**src/rtl/unified_mem_arbiter_pkg.sv**
```systemverilog
// Shared types for the unified instruction/data memory arbiter.
// Holds the FSM state enum, grant-owner encoding and default bus widths.
package mem_arb_pkg;

    localparam int ADDR_W_DEF = 32;
    localparam int DATA_W_DEF = 32;

    typedef enum logic [1:0] {
        IDLE = 2'd0,
        BUSY = 2'd1,
        RESP = 2'd2
    } state_e;

    typedef enum logic {
        OWN_I = 1'b0,
        OWN_D = 1'b1
    } owner_e;

endpackage

```
**src/rtl/unified_mem_arbiter_if.sv**
```systemverilog
// Bundle of fetch, data and memory-side signals around the arbiter.
// master: arbiter view (serves fetch/data, drives memory); slave: environment view.
interface unified_mem_arbiter_if
    import mem_arb_pkg::*;
#(
    parameter int ADDR_W = ADDR_W_DEF,
    parameter int DATA_W = DATA_W_DEF
);
    // fetch port
    logic              if_req_i;
    logic [ADDR_W-1:0] if_addr_i;
    logic              if_ready_o;
    logic [DATA_W-1:0] if_rdata_o;
    // data port
    logic              dm_req_i;
    logic              dm_we_i;
    logic [ADDR_W-1:0] dm_addr_i;
    logic [DATA_W-1:0] dm_wdata_i;
    logic              dm_ready_o;
    logic [DATA_W-1:0] dm_rdata_o;
    // memory side
    logic              mem_req_o;
    logic              mem_we_o;
    logic [ADDR_W-1:0] mem_addr_o;
    logic [DATA_W-1:0] mem_wdata_o;
    logic              mem_ack_i;
    logic [DATA_W-1:0] mem_rdata_i;
    // pipeline control
    logic              stall_o;
    logic              err_o;

    modport master (
        input  if_req_i, if_addr_i,
        input  dm_req_i, dm_we_i, dm_addr_i, dm_wdata_i,
        input  mem_ack_i, mem_rdata_i,
        output if_ready_o, if_rdata_o,
        output dm_ready_o, dm_rdata_o,
        output mem_req_o, mem_we_o, mem_addr_o, mem_wdata_o,
        output stall_o, err_o
    );

    modport slave (
        output if_req_i, if_addr_i,
        output dm_req_i, dm_we_i, dm_addr_i, dm_wdata_i,
        output mem_ack_i, mem_rdata_i,
        input  if_ready_o, if_rdata_o,
        input  dm_ready_o, dm_rdata_o,
        input  mem_req_o, mem_we_o, mem_addr_o, mem_wdata_o,
        input  stall_o, err_o
    );

endinterface

```
**src/rtl/unified_mem_arbiter_watchdog.sv**
```systemverilog
// Loadable up-counter with clear/enable and a terminal-count flag.
// Ports: clk_i, rst_i, clr_i, en_i, load_i, load_val_i[W], tc_o (count==TC).
module arb_watchdog
    import mem_arb_pkg::*;
#(
    parameter int W  = 7,
    parameter int TC = 63
) (
    input  logic         clk_i,
    input  logic         rst_i,
    input  logic         clr_i,
    input  logic         en_i,
    input  logic         load_i,
    input  logic [W-1:0] load_val_i,
    output logic         tc_o
);

    localparam logic [W-1:0] TC_V = W'(TC);

    logic [W-1:0] cnt_q;
    logic [W-1:0] cnt_d;

    // clear beats load beats count
    always_comb begin
        cnt_d = cnt_q;
        if (clr_i) begin
            cnt_d = '0;
        end else if (load_i) begin
            cnt_d = load_val_i;
        end else if (en_i) begin
            cnt_d = cnt_q + 1'b1;
        end
    end

    always_ff @(posedge clk_i or posedge rst_i) begin
        if (rst_i) begin
            cnt_q <= '0;
        end else begin
            cnt_q <= cnt_d;
        end
    end

    assign tc_o = (cnt_q == TC_V);

endmodule

```
**src/rtl/unified_mem_arbiter.sv**
```systemverilog
// Shares one single-port memory between instruction fetch and data access.
// Ports: clk_i, rst_i (async, active-high), bus (fetch/data/memory/stall/err).
module unified_mem_arbiter
    import mem_arb_pkg::*;
#(
    parameter int ADDR_W   = ADDR_W_DEF,
    parameter int DATA_W   = DATA_W_DEF,
    parameter int MAX_DWIN = 4,
    parameter int TIMEOUT  = 64
) (
    input  logic                  clk_i,
    input  logic                  rst_i,
    unified_mem_arbiter_if.master bus
);

    localparam int DW_W = $clog2(MAX_DWIN + 1);
    localparam int WD_W = $clog2(TIMEOUT + 1);
    localparam logic [DW_W-1:0] DWIN_MAX = DW_W'(MAX_DWIN);

    state_e            state_q, state_d;
    owner_e            owner_q, owner_d;
    logic [DW_W-1:0]   dwin_q, dwin_d;
    logic              mem_req_q, mem_req_d;
    logic              mem_we_q, mem_we_d;
    logic [ADDR_W-1:0] mem_addr_q, mem_addr_d;
    logic [DATA_W-1:0] mem_wdata_q, mem_wdata_d;
    logic [DATA_W-1:0] if_rdata_q, if_rdata_d;
    logic [DATA_W-1:0] dm_rdata_q, dm_rdata_d;
    logic              if_ready_q, if_ready_d;
    logic              dm_ready_q, dm_ready_d;
    logic              err_q, err_d;

    logic gnt_d;
    logic gnt_i;
    logic wd_clr;
    logic wd_en;
    logic wd_tc;

    // data wins unless fetch has waited through MAX_DWIN data grants
    assign gnt_d = bus.dm_req_i & ~(bus.if_req_i & (dwin_q == DWIN_MAX));
    assign gnt_i = ~gnt_d & bus.if_req_i;

    arb_watchdog #(
        .W  (WD_W),
        .TC (TIMEOUT - 1)
    ) u_wd (
        .clk_i      (clk_i),
        .rst_i      (rst_i),
        .clr_i      (wd_clr),
        .en_i       (wd_en),
        .load_i     (1'b0),
        .load_val_i ({WD_W{1'b0}}),
        .tc_o       (wd_tc)
    );

    always_comb begin
        state_d     = state_q;
        owner_d     = owner_q;
        dwin_d      = dwin_q;
        mem_req_d   = mem_req_q;
        mem_we_d    = mem_we_q;
        mem_addr_d  = mem_addr_q;
        mem_wdata_d = mem_wdata_q;
        if_rdata_d  = if_rdata_q;
        dm_rdata_d  = dm_rdata_q;
        if_ready_d  = 1'b0;
        dm_ready_d  = 1'b0;
        err_d       = err_q;
        wd_clr      = 1'b0;
        wd_en       = 1'b0;

        unique case (state_q)
            IDLE: begin
                if (gnt_d) begin
                    owner_d     = OWN_D;
                    mem_we_d    = bus.dm_we_i;
                    mem_addr_d  = bus.dm_addr_i;
                    mem_wdata_d = bus.dm_wdata_i;
                    // saturating count of data grants taken while fetch waits
                    if (!bus.if_req_i) begin
                        dwin_d = '0;
                    end else if (dwin_q != DWIN_MAX) begin
                        dwin_d = dwin_q + 1'b1;
                    end
                end else if (gnt_i) begin
                    owner_d     = OWN_I;
                    mem_we_d    = 1'b0;
                    mem_addr_d  = bus.if_addr_i;
                    mem_wdata_d = '0;
                    dwin_d      = '0;
                end
                if (gnt_d || gnt_i) begin
                    mem_req_d = 1'b1;
                    wd_clr    = 1'b1;
                    state_d   = BUSY;
                end
            end

            BUSY: begin
                if (bus.mem_ack_i) begin
                    mem_req_d = 1'b0;
                    if (!mem_we_q) begin
                        if (owner_q == OWN_D) begin
                            dm_rdata_d = bus.mem_rdata_i;
                        end else begin
                            if_rdata_d = bus.mem_rdata_i;
                        end
                    end
                    if_ready_d = (owner_q == OWN_I);
                    dm_ready_d = (owner_q == OWN_D);
                    state_d    = RESP;
                end else if (wd_tc) begin
                    // hung access: complete with zero data and flag it
                    mem_req_d = 1'b0;
                    if (owner_q == OWN_D) begin
                        dm_rdata_d = '0;
                    end else begin
                        if_rdata_d = '0;
                    end
                    if_ready_d = (owner_q == OWN_I);
                    dm_ready_d = (owner_q == OWN_D);
                    err_d      = 1'b1;
                    state_d    = RESP;
                end else begin
                    wd_en = 1'b1;
                end
            end

            RESP: begin
                state_d = IDLE;
            end

            default: begin
                state_d = IDLE;
            end
        endcase
    end

    always_ff @(posedge clk_i or posedge rst_i) begin
        if (rst_i) begin
            state_q     <= IDLE;
            owner_q     <= OWN_I;
            dwin_q      <= '0;
            mem_req_q   <= 1'b0;
            mem_we_q    <= 1'b0;
            mem_addr_q  <= '0;
            mem_wdata_q <= '0;
            if_rdata_q  <= '0;
            dm_rdata_q  <= '0;
            if_ready_q  <= 1'b0;
            dm_ready_q  <= 1'b0;
            err_q       <= 1'b0;
        end else begin
            state_q     <= state_d;
            owner_q     <= owner_d;
            dwin_q      <= dwin_d;
            mem_req_q   <= mem_req_d;
            mem_we_q    <= mem_we_d;
            mem_addr_q  <= mem_addr_d;
            mem_wdata_q <= mem_wdata_d;
            if_rdata_q  <= if_rdata_d;
            dm_rdata_q  <= dm_rdata_d;
            if_ready_q  <= if_ready_d;
            dm_ready_q  <= dm_ready_d;
            err_q       <= err_d;
        end
    end

    assign bus.mem_req_o   = mem_req_q;
    assign bus.mem_we_o    = mem_we_q;
    assign bus.mem_addr_o  = mem_addr_q;
    assign bus.mem_wdata_o = mem_wdata_q;
    assign bus.if_ready_o  = if_ready_q;
    assign bus.if_rdata_o  = if_rdata_q;
    assign bus.dm_ready_o  = dm_ready_q;
    assign bus.dm_rdata_o  = dm_rdata_q;
    assign bus.err_o       = err_q;

    // releases in the ready cycle so each stage advances exactly once
    assign bus.stall_o = (bus.if_req_i & ~if_ready_q)
                       | (bus.dm_req_i & ~dm_ready_q);

endmodule

```
**src/flat_wrapper.sv**
```systemverilog
// flat-port wrapper written by rule: the top's interface ports become plain ports
module unified_mem_arbiter_flat import mem_arb_pkg::*;
#(
    parameter int ADDR_W   = ADDR_W_DEF,
    parameter int DATA_W   = DATA_W_DEF,
    parameter int MAX_DWIN = 4,
    parameter int TIMEOUT  = 64
)
  (clk_i, rst_i, bus_if_req_i, bus_if_addr_i, bus_dm_req_i, bus_dm_we_i, bus_dm_addr_i, bus_dm_wdata_i, bus_mem_ack_i, bus_mem_rdata_i, bus_if_ready_o, bus_if_rdata_o, bus_dm_ready_o, bus_dm_rdata_o, bus_mem_req_o, bus_mem_we_o, bus_mem_addr_o, bus_mem_wdata_o, bus_stall_o, bus_err_o);
  unified_mem_arbiter_if #(.ADDR_W(ADDR_W), .DATA_W(DATA_W)) bus_i ();
  input  logic clk_i;
  input  logic rst_i;
  input wire logic [$bits(bus_i.if_req_i)-1:0] bus_if_req_i;
  input wire logic [$bits(bus_i.if_addr_i)-1:0] bus_if_addr_i;
  input wire logic [$bits(bus_i.dm_req_i)-1:0] bus_dm_req_i;
  input wire logic [$bits(bus_i.dm_we_i)-1:0] bus_dm_we_i;
  input wire logic [$bits(bus_i.dm_addr_i)-1:0] bus_dm_addr_i;
  input wire logic [$bits(bus_i.dm_wdata_i)-1:0] bus_dm_wdata_i;
  input wire logic [$bits(bus_i.mem_ack_i)-1:0] bus_mem_ack_i;
  input wire logic [$bits(bus_i.mem_rdata_i)-1:0] bus_mem_rdata_i;
  output wire logic [$bits(bus_i.if_ready_o)-1:0] bus_if_ready_o;
  output wire logic [$bits(bus_i.if_rdata_o)-1:0] bus_if_rdata_o;
  output wire logic [$bits(bus_i.dm_ready_o)-1:0] bus_dm_ready_o;
  output wire logic [$bits(bus_i.dm_rdata_o)-1:0] bus_dm_rdata_o;
  output wire logic [$bits(bus_i.mem_req_o)-1:0] bus_mem_req_o;
  output wire logic [$bits(bus_i.mem_we_o)-1:0] bus_mem_we_o;
  output wire logic [$bits(bus_i.mem_addr_o)-1:0] bus_mem_addr_o;
  output wire logic [$bits(bus_i.mem_wdata_o)-1:0] bus_mem_wdata_o;
  output wire logic [$bits(bus_i.stall_o)-1:0] bus_stall_o;
  output wire logic [$bits(bus_i.err_o)-1:0] bus_err_o;
  assign bus_i.if_req_i = bus_if_req_i;
  assign bus_i.if_addr_i = bus_if_addr_i;
  assign bus_i.dm_req_i = bus_dm_req_i;
  assign bus_i.dm_we_i = bus_dm_we_i;
  assign bus_i.dm_addr_i = bus_dm_addr_i;
  assign bus_i.dm_wdata_i = bus_dm_wdata_i;
  assign bus_i.mem_ack_i = bus_mem_ack_i;
  assign bus_i.mem_rdata_i = bus_mem_rdata_i;
  assign bus_if_ready_o = bus_i.if_ready_o;
  assign bus_if_rdata_o = bus_i.if_rdata_o;
  assign bus_dm_ready_o = bus_i.dm_ready_o;
  assign bus_dm_rdata_o = bus_i.dm_rdata_o;
  assign bus_mem_req_o = bus_i.mem_req_o;
  assign bus_mem_we_o = bus_i.mem_we_o;
  assign bus_mem_addr_o = bus_i.mem_addr_o;
  assign bus_mem_wdata_o = bus_i.mem_wdata_o;
  assign bus_stall_o = bus_i.stall_o;
  assign bus_err_o = bus_i.err_o;
  unified_mem_arbiter #(.ADDR_W(ADDR_W), .DATA_W(DATA_W), .MAX_DWIN(MAX_DWIN), .TIMEOUT(TIMEOUT)) u_core (.clk_i(clk_i), .rst_i(rst_i), .bus(bus_i));
endmodule
```
**config.mk**
```make
export PLATFORM = sky130hd
export DESIGN_NAME = unified_mem_arbiter_flat
export DESIGN_NICKNAME = d
export VERILOG_FILES = /design/src/rtl/unified_mem_arbiter_pkg.sv /design/src/rtl/unified_mem_arbiter_if.sv /design/src/rtl/unified_mem_arbiter_watchdog.sv /design/src/rtl/unified_mem_arbiter.sv /design/src/flat_wrapper.sv
export SDC_FILE = /design/constraint.sdc
export NUM_CORES = 1
export LEC_CHECK = 0
export BUFFER_PORTS_ARGS = -buffer_cell sky130_fd_sc_hd__clkbuf_2
export CORE_ASPECT_RATIO = 1.25
export CORE_MARGIN = 2
export CORE_UTILIZATION = 25
export DETAILED_ROUTE_END_ITERATION = 8
export PLACE_DENSITY = 0.47
export SYNTH_ARGS = -nofsm -noshare
export SYNTH_HDL_FRONTEND = slang
export SYNTH_SLANG_ARGS = --single-unit
export TNS_END_PERCENT = 30
```
**constraint.sdc**
```tcl
create_clock -name clk_i -period 8.9 [get_ports clk_i]
set_clock_uncertainty 0.2 [all_clocks]
set_input_delay 2.67 -clock clk_i [delete_from_list [all_inputs] [get_ports clk_i]]
set_output_delay 2.67 -clock clk_i [all_outputs]
set_load 0.03 [all_outputs]
```
==> impl_metrics.json, run 1 <==
{
  "grt-ovfl-total": 0,
  "num_vias": 4656,
  "path_clk_slew_ns": 0.06,
  "antenna_cells": 0,
  "synth_area_per_cell_um2": 12.4,
  "nNetsFinal": 871,
  "clk_latency_ns": 0.41,
  "floorplan.initialDensity": 0.255,
  "syn-num-nets": 612,
  "antenna_found_initial": 0,
  "via_per_inst": 4.50,
  "cts_hold_buf": 0,
  "routabilityCongestion": 0.717,
  "startpoint_type": "primary input",
  "hold_viol": 0,
  "critPathKind": "primary input to primary output",
  "num_io_pins": 268,
  "fin_util": 0.350,
  "r2r_end": "u_core.bus.mem_addr_o[31]",
  "area_delta_synth_final_pct": 37.3,
  "place_hpwl_um": 11400,
  "drive_above_1_share": 0.419,
  "power_density_nw_per_um2": 411,
  "yosysSeqAreaShare": 0.619,
  "p_leak_uw": 0.00412,
  "cts.sinks": 146,
  "setup-violations-final": 0,
  "netlist_instances": 475,
  "cpMaxStageDelayCell": "clkbuf_2",
  "crit_path_end": "bus_stall_o",
  "r2r_start": "u_core.dwin_q[0]",
  "rsz0062_at_grt": "false",
  "max_slew_margin": 0.319,
  "cts.htree.levels": 4,
  "drc": 0,
  "post-cts-setup-buffers": 0,
  "grt_pass1_wl_um": 26800,
  "numCtsBuffers": 17,
  "slew_violations": 0,
  "netlist_area_um2": 5900,
  "path_common_cell": "clkbuf_2",
  "clock.fmax_mhz": 162,
  "grt_max_degree": 83,
  "arrival_ns": 3.29,
  "cts_buffer_depth": 2,
  "die_h_um": 176,
  "first_global_vias": 4848,
  "fin_crit_ns": 6.16,
  "setup_tns_ns": 0,
  "ctsResizeCount": 0,
  "ir_worst_vdd_mv": 0.157,
  "rrSetupSlack_ns": 6.44,
  "grt_use_total": 0.138,
  "synth.ff_latch_count": 146,
  "die_width_um": 141,
  "core_um2": 23100,
  "yosysUniqueCellTypes": 36,
  "cp_top_family": "buffers and inverters",
  "path_max_fanout": 5,
  "crit_path_start": "bus_if_req_i",
  "drtPass1Iterations": 4,
  "cp_num_buf_inv": 3,
  "drt-initial-drc-count": 175,
  "portBuffers": 267,
  "wl_um": 16600,
  "worst_pin_slew_ns": 1.02,
  "min_period_over_period": 0.692,
  "cp.required_ns": 6.03,
  "ys_warn_count": 0,
  "path_cells": "clkbuf_2, inv_1, o22ai_1, clkbuf_2",
  "r2r_cells": 6,
  "end_kind": "primary output",
  "wl_per_cell_um": 16.1,
  "crit_cells": 4,
  "antenna_left": 0,
  "cts_tree": "done",
  "slowest_delay_ns": 0.23,
  "clockRootBuffer": "clkbuf_16",
  "dieArea_um2": 24800,
  "min_path_type": "flip-flop to flip-flop",
  "status": "completed",
  "num_rows": 62,
  "maxCapViolCount": 0
}
cells in the mapped netlist:
cell type  instances  area share
dfrtp_1          146        0.62
o2bb2ai_1         64       0.095
nand2_1           39       0.025
nand2b_1          34       0.036
a22o_1            33       0.049
mux2i_1           32       0.054
o21ai_1           31       0.026
buf_2             16       0.014
clkbuf_1          14      0.0089
nand3_1           10      0.0085
inv_1              9      0.0057
o21ai_0            8      0.0068
nor2_1             7      0.0045
buf_6              3      0.0057
ha_1               3      0.0064
o31ai_1            3      0.0038
a21oi_1            2      0.0017
o211ai_1           2      0.0025
o22ai_1            2      0.0021
a21boi_0           1      0.0013
a21o_1             1      0.0013
a311oi_1           1      0.0015
a31oi_1            1      0.0011
and3_1             1      0.0011
buf_4              1      0.0013
nand4_1            1      0.0011
nand4b_1           1      0.0015
nor2_4             1      0.0019
nor2b_1            1      0.0011
nor3_1             1     0.00085
nor3b_4            1      0.0032
o21ai_2            1      0.0015
o31ai_2            1      0.0021
or3b_1             1      0.0015
or4_1              1      0.0013
xnor2_1            1      0.0015
sequential cells by signal (all words and copies together) (netlist names), 2 cells and up:
register / flops
u_core.bus.dm_rdata_o: 32
u_core.bus.if_rdata_o: 32
u_core.bus.mem_addr_o: 32
u_core.bus.mem_wdata_o: 32
u_core.dwin_q: 3
u_core.state_q: 2
u_core.u_wd.cnt_q: 7
report_power, final:
part           leakage (uW)  internal [uW]  switching (uW)
Sequential          0.00185            960             176
Combinational       0.00198            457            1010
Clock              0.000294            422             304
how the worst min path moves through the flow:
stage,cells past startpoint,slack [ns],to,from
after floorplan,1,0.26,u_core.u_wd.cnt_q[6],u_core.u_wd.cnt_q[5]
after global placement,1,0.25,u_core.bus.err_o,u_core.bus.err_o
after detailed placement,1,0.27,u_core.bus.if_rdata_o[26],u_core.bus.if_rdata_o[26]
after CTS,2,0.29,u_core.bus.mem_addr_o[29],u_core.bus.mem_addr_o[29]
after global routing,1,0.30,u_core.bus.if_rdata_o[5],u_core.bus.if_rdata_o[5]
final,1,0.27,u_core.bus.err_o,u_core.bus.err_o
metrics by stage:
stage / setup WS (ns) / cells / hold slack [ns] / area (um2) / power (uW)
CTS: 2.74 / 1035 / 0.288 / 8100 / 3380
global route: 2.69 / 1035 / 0.305 / 8100 / 3540
floorplan: 2.11 / 475 / 0.260 / 5900 / 2150
detailed placement: 2.75 / 1003 / 0.272 / 7490 / 2630
global placement: 2.76 / 1003 / 0.251 / 7490 / 2630
finish: 2.74 / 1035 / 0.272 / 8100 / 3330
kinds of logic (layout without fill, tap and decap cells):
family	Yosys count	in the layout	synth area share
compound gates	151	151	0.196
flops	146	146	0.619
simple gates	99	99	0.0872
buf+inv	43	315	0.0352
mux	32	32	0.0543
fa+ha+maj	3	3	0.00636
xor+xnor	1	1	0.00149
placed cells by master, fill, tap and decap left out, drive strengths merged:
master    synthesis  final
or3b              1      1
o211ai            2      2
mux2i            32     32
a21boi            1      1
inv               9     13
a311oi            1      1
clkbuf           14    284
a21o              1      1
nor2              8      8
a22o             33     33
a31oi             1      1
o2bb2ai          64     64
nand3            10     10
nand2            39     39
xnor2             1      1
nor3b             1      1
ha                3      3
clkinv            0      8
and3              1      1
or4               1      1
nand2b           34     34
dfrtp           146    146
bufinv            0      2
nor2b             1      1
a21oi             2      2
o31ai             4      4
nand4             1      1
nor3              1      1
clkinvlp          0      1
nand4b            1      1
o22ai             2      2
o21ai            40     40
buf              20      7
layout make-up:
cell class              count  area [um2]
fillers                  2331       15000
inverters                   9        38.8
flip-flops and latches    146        3650
repair buffers            274        1390
well taps                 288         360
clock buffers              17         425
clock inverters            15         178
multi-input cells         286        2050
metal layers:
layer  routed length (um)  vias up  GRT usage
li1                     -     2251          -
met1                 7440     2180      0.176
met2                 7550      213      0.219
met3                 1440       12     0.0491
met4                  180        0     0.0421
met5                    0        -          0
Note: power is estimated with default switching activity, not from simulation.
==> run 2, diff against run 1 <==
- PLACE_DENSITY: 0.47 -> 0.49
- clock period: 8.9 -> 5.4 ns (I/O delays scaled with it)
==> run 2 against run 1 <==
Against the previous run: worst hold slack got worse by 0.011 ns; design area rose by 0.42%; combinational power rose by 67%; non-clock buffer count rose by 2; first-iteration DRC count fell by 30%; total power rose by 65%; sequential share of layout area fell by 0.19 points; cell count rose by 0.39%; critical path type unchanged; highest routed layer unchanged.
==> impl_metrics.json, run 2 (synthesis results as in run 1) <==
{
  "critPathKind": "primary input to primary output",
  "post-cts-setup-buffers": 0,
  "setup_tns_ns": 0,
  "nFillCells": 2376,
  "hold_viol": 0,
  "fin_crit_ns": 4.07,
  "numCtsBuffers": 17,
  "cp.required_ns": 3.58,
  "floorplan.initialDensity": 0.255,
  "swShare": 0.445,
  "setup-violations-final": 0,
  "grt_use_total": 0.141,
  "fin_cells": 1039,
  "drive_above_1_share": 0.421,
  "area_delta_synth_final_pct": 37.8,
  "arrival_ns": 2.25,
  "drt-initial-drc-count": 123,
  "dp_cells": 1005,
  "via_per_inst": 4.52,
  "ctsResizeCount": 0,
  "core_um2": 23100,
  "min_period_over_period": 0.753,
  "clock.fmax_mhz": 246,
  "slew_violations": 0,
  "min_path_type": "flip-flop to flip-flop",
  "p_seq_frac": 0.340,
  "wl_um": 17200,
  "drc": 0,
  "antenna_left": 0,
  "power_density_nw_per_um2": 674,
  "cts.htree.levels": 4,
  "ir_worst_vdd_mv": 0.290,
  "num_vias": 4694,
  "grt_max_degree": 64,
  "cts.sinks": 146,
  "busiest_layer": "met2",
  "worst_pin_slew_ns": 1.04,
  "maxCapViolCount": 0,
  "nNetsFinal": 873,
  "first_global_vias": 4894,
  "status": "completed",
  "max_slew_margin": 0.304,
  "drtPass1Iterations": 4,
  "final_common_cell": "clkbuf_2",
  "internal_power_uw": 3040,
  "wl_per_cell_um": 16.5,
  "grt_pass1_wl_um": 27300,
  "grt_use_met2": 0.220,
  "routabilityCongestion": 0.747,
  "startpoint_type": "primary input",
  "die_width_um": 141,
  "grt_use_met1": 0.180,
  "cts_tree": "done",
  "clockRootBuffer": "clkbuf_16",
  "antenna_found_initial": 2,
  "die_h_um": 176,
  "path_clk_slew_ns": 0.06,
  "num_rows": 62,
  "cts_hold_buf": 0,
  "rsz0062_at_grt": "false",
  "portBuffers": 267,
  "cts_buffer_depth": 2,
  "end_kind": "primary output",
  "grt-ovfl-total": 0,
  "p_leak_uw": 0.00412,
  "p_comb_frac": 0.445,
  "num_io_pins": 268,
  "final_cell_mix": "267 x clkbuf_2, 146 x dfrtp_1, 64 x o2bb2ai_1, 39 x nand2_1",
  "path_max_fanout": 5,
  "clk_latency_ns": 0.41,
  "use_met3": 0.0545,
  "p_sw_uw": 2440,
  "p_clk_frac": 0.215,
  "dieArea_um2": 24800,
  "place_hpwl_um": 12100
}
run 2: cell count changes in the layout (fill, tap and decap cells not counted):
cell,previous run,this run
clkinvlp_4,1,4
buf_12,0,2
diode_2,0,2
inv_8,2,0
clkbuf_8,0,1
clkinv_4,5,4
clkinv_8,1,0
run 2: power by group through the flow:
stage	registers, uW	clock network [uW]	logic (uW)
5_1_grt	1930	1270	2630
6_report	1860	1180	2440
4_1_cts	1870	1220	2470
2_1_floorplan	2770	0	780
3_3_place_gp	1880	0	2470
3_5_place_dp	1870	0	2480
run 2: worst max-delay path, cell delays in order:
cell      delay, ns
clkbuf_2       0.16
inv_1          0.08
o22ai_1        0.16
clkbuf_2       0.23
run 2: path summary, 6_finish.rpt:
| kind | start | endpoint | slack, ns | cells past startpoint |
|---|---|---|---|---|
| setup / recovery | bus_if_req_i | bus_stall_o | 1.33 | 4 |
| hold / removal | u_core.bus.err_o | u_core.bus.err_o | 0.26 | 1 |
| setup reg to reg | u_core.dwin_q[0] | u_core.bus.mem_addr_o[30] | 3.01 | 6 |
| hold reg to reg | u_core.bus.err_o | u_core.bus.err_o | 0.26 | 1 |
| max in group asynchronous | rst_i | u_core.bus.if_rdata_o[13] | 3.09 | 3 |
| min in group asynchronous | rst_i | u_core.bus.mem_wdata_o[0] | 1.12 | 2 |
run 2: layout make-up:
cell class | instances | area (um2) | share of cell area
Antenna cell | 2 | 5.00 | 0.000616
Clock buffer | 18 | 439 | 0.0540
Clock inverter | 14 | 154 | 0.0189
Inverter | 9 | 37.5 | 0.00462
Multi-Input combinational cell | 286 | 2050 | 0.252
Sequential cell | 146 | 3650 | 0.449
Tap cell | 288 | 360 | 0.0443
Timing Repair Buffer | 276 | 1430 | 0.176
run 2: through the flow:
stage / worst slack, ns / hold WS, ns / instance area, um2 / utilization / total power (uW)
after floorplan: 1.42 / 0.260 / 5900 / - / 3550
after global placement: 1.34 / 0.245 / 7530 / 0.326 / 4350
after detailed placement: 1.33 / 0.250 / 7530 / 0.326 / 4350
after CTS: 1.33 / 0.262 / 8120 / 0.351 / 5560
after global routing: 1.29 / 0.296 / 8130 / 0.352 / 5830
final: 1.33 / 0.261 / 8130 / 0.352 / 5480
run 2: per-layer routing:
metal,vias up,share of wire
met3,13,0.087
met4,0,0.017
li1,2252,-
met1,2222,0.44
met2,207,0.46
met5,-,0
==> run 3, diff against run 2 <==
- PLACE_DENSITY: 0.49 -> 0.47
- clock period: 5.4 -> 4.2 ns (I/O delays scaled with it)
==> run 3 against run 2 <==
Against the previous run: via count fell by 1.3%; first-iteration DRC count rose by 24%; wire length fell by 2.8%; combinational power rose by 28%; core utilization rose by 0.27 points; sequential cell count did not move; worst setup slack got worse by 0.46 ns; critical path depth did not move; cell count barely moved; design area rose by 0.75%; critical endpoint unchanged; largest cell class unchanged.
==> impl_metrics.json, run 3 (synthesis results as in run 1) <==
{
  "antenna_found_initial": 0,
  "slew_violations": 0,
  "final_cell_mix": "267 x clkbuf_2, 146 x dfrtp_1, 64 x o2bb2ai_1, 39 x nand2_1",
  "min_path_type": "flip-flop to flip-flop",
  "r2r_end": "u_core.bus.dm_rdata_o[1]",
  "drtPass1Iterations": 4,
  "num_rows": 62,
  "antenna_cells": 0,
  "die_h_um": 176,
  "ctsResizeCount": 0,
  "die_width_um": 141,
  "setup-violations-final": 0,
  "status": "completed",
  "worst_pin_slew_ns": 0.831,
  "path_common_cell": "clkbuf_2",
  "place_hpwl_um": 11600,
  "clock.fmax_mhz": 301,
  "crit_path_start": "bus_if_req_i",
  "wl_um": 16700,
  "nFillCells": 2343,
  "nNetsFinal": 876,
  "path_clk_slew_ns": 0.06,
  "cts.htree.levels": 4,
  "floorplan.initialDensity": 0.255,
  "ir_worst_vdd_mv": 0.298,
  "cts_tree": "done",
  "via_per_inst": 4.46,
  "grt_max_degree": 107,
  "power_density_nw_per_um2": 877,
  "r2r_start": "u_core.u_wd.cnt_q[0]",
  "cp.required_ns": 2.74,
  "drt-initial-drc-count": 152,
  "rrSetupSlack_ns": 1.99,
  "final_common_cell": "clkbuf_2",
  "grt_pass1_wl_um": 26600,
  "portBuffers": 267,
  "dieArea_um2": 24800,
  "arrival_ns": 1.86,
  "grt-ovfl-total": 0,
  "hold_slack_ns": 0.263,
  "end_kind": "primary output",
  "num_io_pins": 268,
  "maxCapViolCount": 0,
  "r2r_cells": 6,
  "grt_use_total": 0.138,
  "numCtsBuffers": 17,
  "hold_viol": 0,
  "clk_latency_ns": 0.41,
  "clockRootBuffer": "clkbuf_16",
  "path_cells": "clkbuf_2, inv_1, o22ai_1, clkbuf_2",
  "drc": 0,
  "antenna_left": 0,
  "rsz0062_at_grt": "false",
  "post-cts-setup-buffers": 0,
  "max_slew_margin": 0.441,
  "critPathKind": "primary input to primary output",
  "drive_above_1_share": 0.422,
  "cts_buffer_depth": 2,
  "min_period_over_period": 0.792,
  "crit_path_end": "bus_stall_o",
  "wl_per_cell_um": 16.0,
  "p_leak_uw": 0.00416,
  "fin_crit_ns": 3.32,
  "cpMaxStageDelayCell": "clkbuf_2",
  "startpoint_type": "primary input",
  "area_delta_synth_final_pct": 38.9,
  "core_um2": 23100,
  "first_global_vias": 4878,
  "setup_tns_ns": 0,
  "num_vias": 4634,
  "cts_hold_buf": 0,
  "cts.sinks": 146,
  "slowest_delay_ns": 0.23,
  "routabilityCongestion": 0.721,
  "path_max_fanout": 5
}
run 3: worst min-delay path by stage:
stage | start | to | slack, ns | cells after the start
2_1_floorplan | u_core.u_wd.cnt_q[5] | u_core.u_wd.cnt_q[6] | 0.26 | 1
3_3_place_gp | u_core.bus.err_o | u_core.bus.err_o | 0.25 | 1
6_report | u_core.bus.err_o | u_core.bus.err_o | 0.26 | 1
4_1_cts | u_core.bus.err_o | u_core.bus.err_o | 0.27 | 1
5_1_grt | u_core.bus.dm_rdata_o[1] | u_core.bus.dm_rdata_o[1] | 0.30 | 1
3_5_place_dp | u_core.bus.err_o | u_core.bus.err_o | 0.26 | 1
run 3: where the power goes:
group	switching, uW	internal [uW]	total, uW
combinational	2140	981	3120
clock	596	1070	1670
sequential	365	2030	2400
run 3: through the flow:
stage	setup slack, ns	cell area (um2)	power [uW]	cells	utilization
after detailed placement	0.854	7540	5590	1008	0.326
after global routing	0.803	8190	7650	1040	0.354
after CTS	0.850	8190	7310	1040	0.354
final	0.876	8190	7190	1040	0.354
after floorplan	0.907	5900	4560	475	-
after global placement	0.883	7540	5580	1008	0.326
run 3: cell type report:
class                           count  area [um2]  area share
Clock buffer                       19         443      0.0541
Tap cell                          288         360      0.0440
Clock inverter                     13         206      0.0252
Inverter                            9        37.5     0.00458
Sequential cell                   146        3650       0.446
Multi-Input combinational cell    286        2050       0.250
Timing Repair Buffer              279        1440       0.176
run 3: worst max-delay path: cells and delay by family:
kind / cells / cell delay (ns)
buffers and inverters: 3 / 0.45
AO/OA/AOI/OAI: 1 / 0.16
run 3: per-layer routing:
metal,GRT usage,vias up,share of wire
li1,-,2262,-
met1,0.175,2161,0.44
met2,0.229,201,0.48
met3,0.0379,10,0.072
met4,0.0450,0,0.010
met5,0,-,0
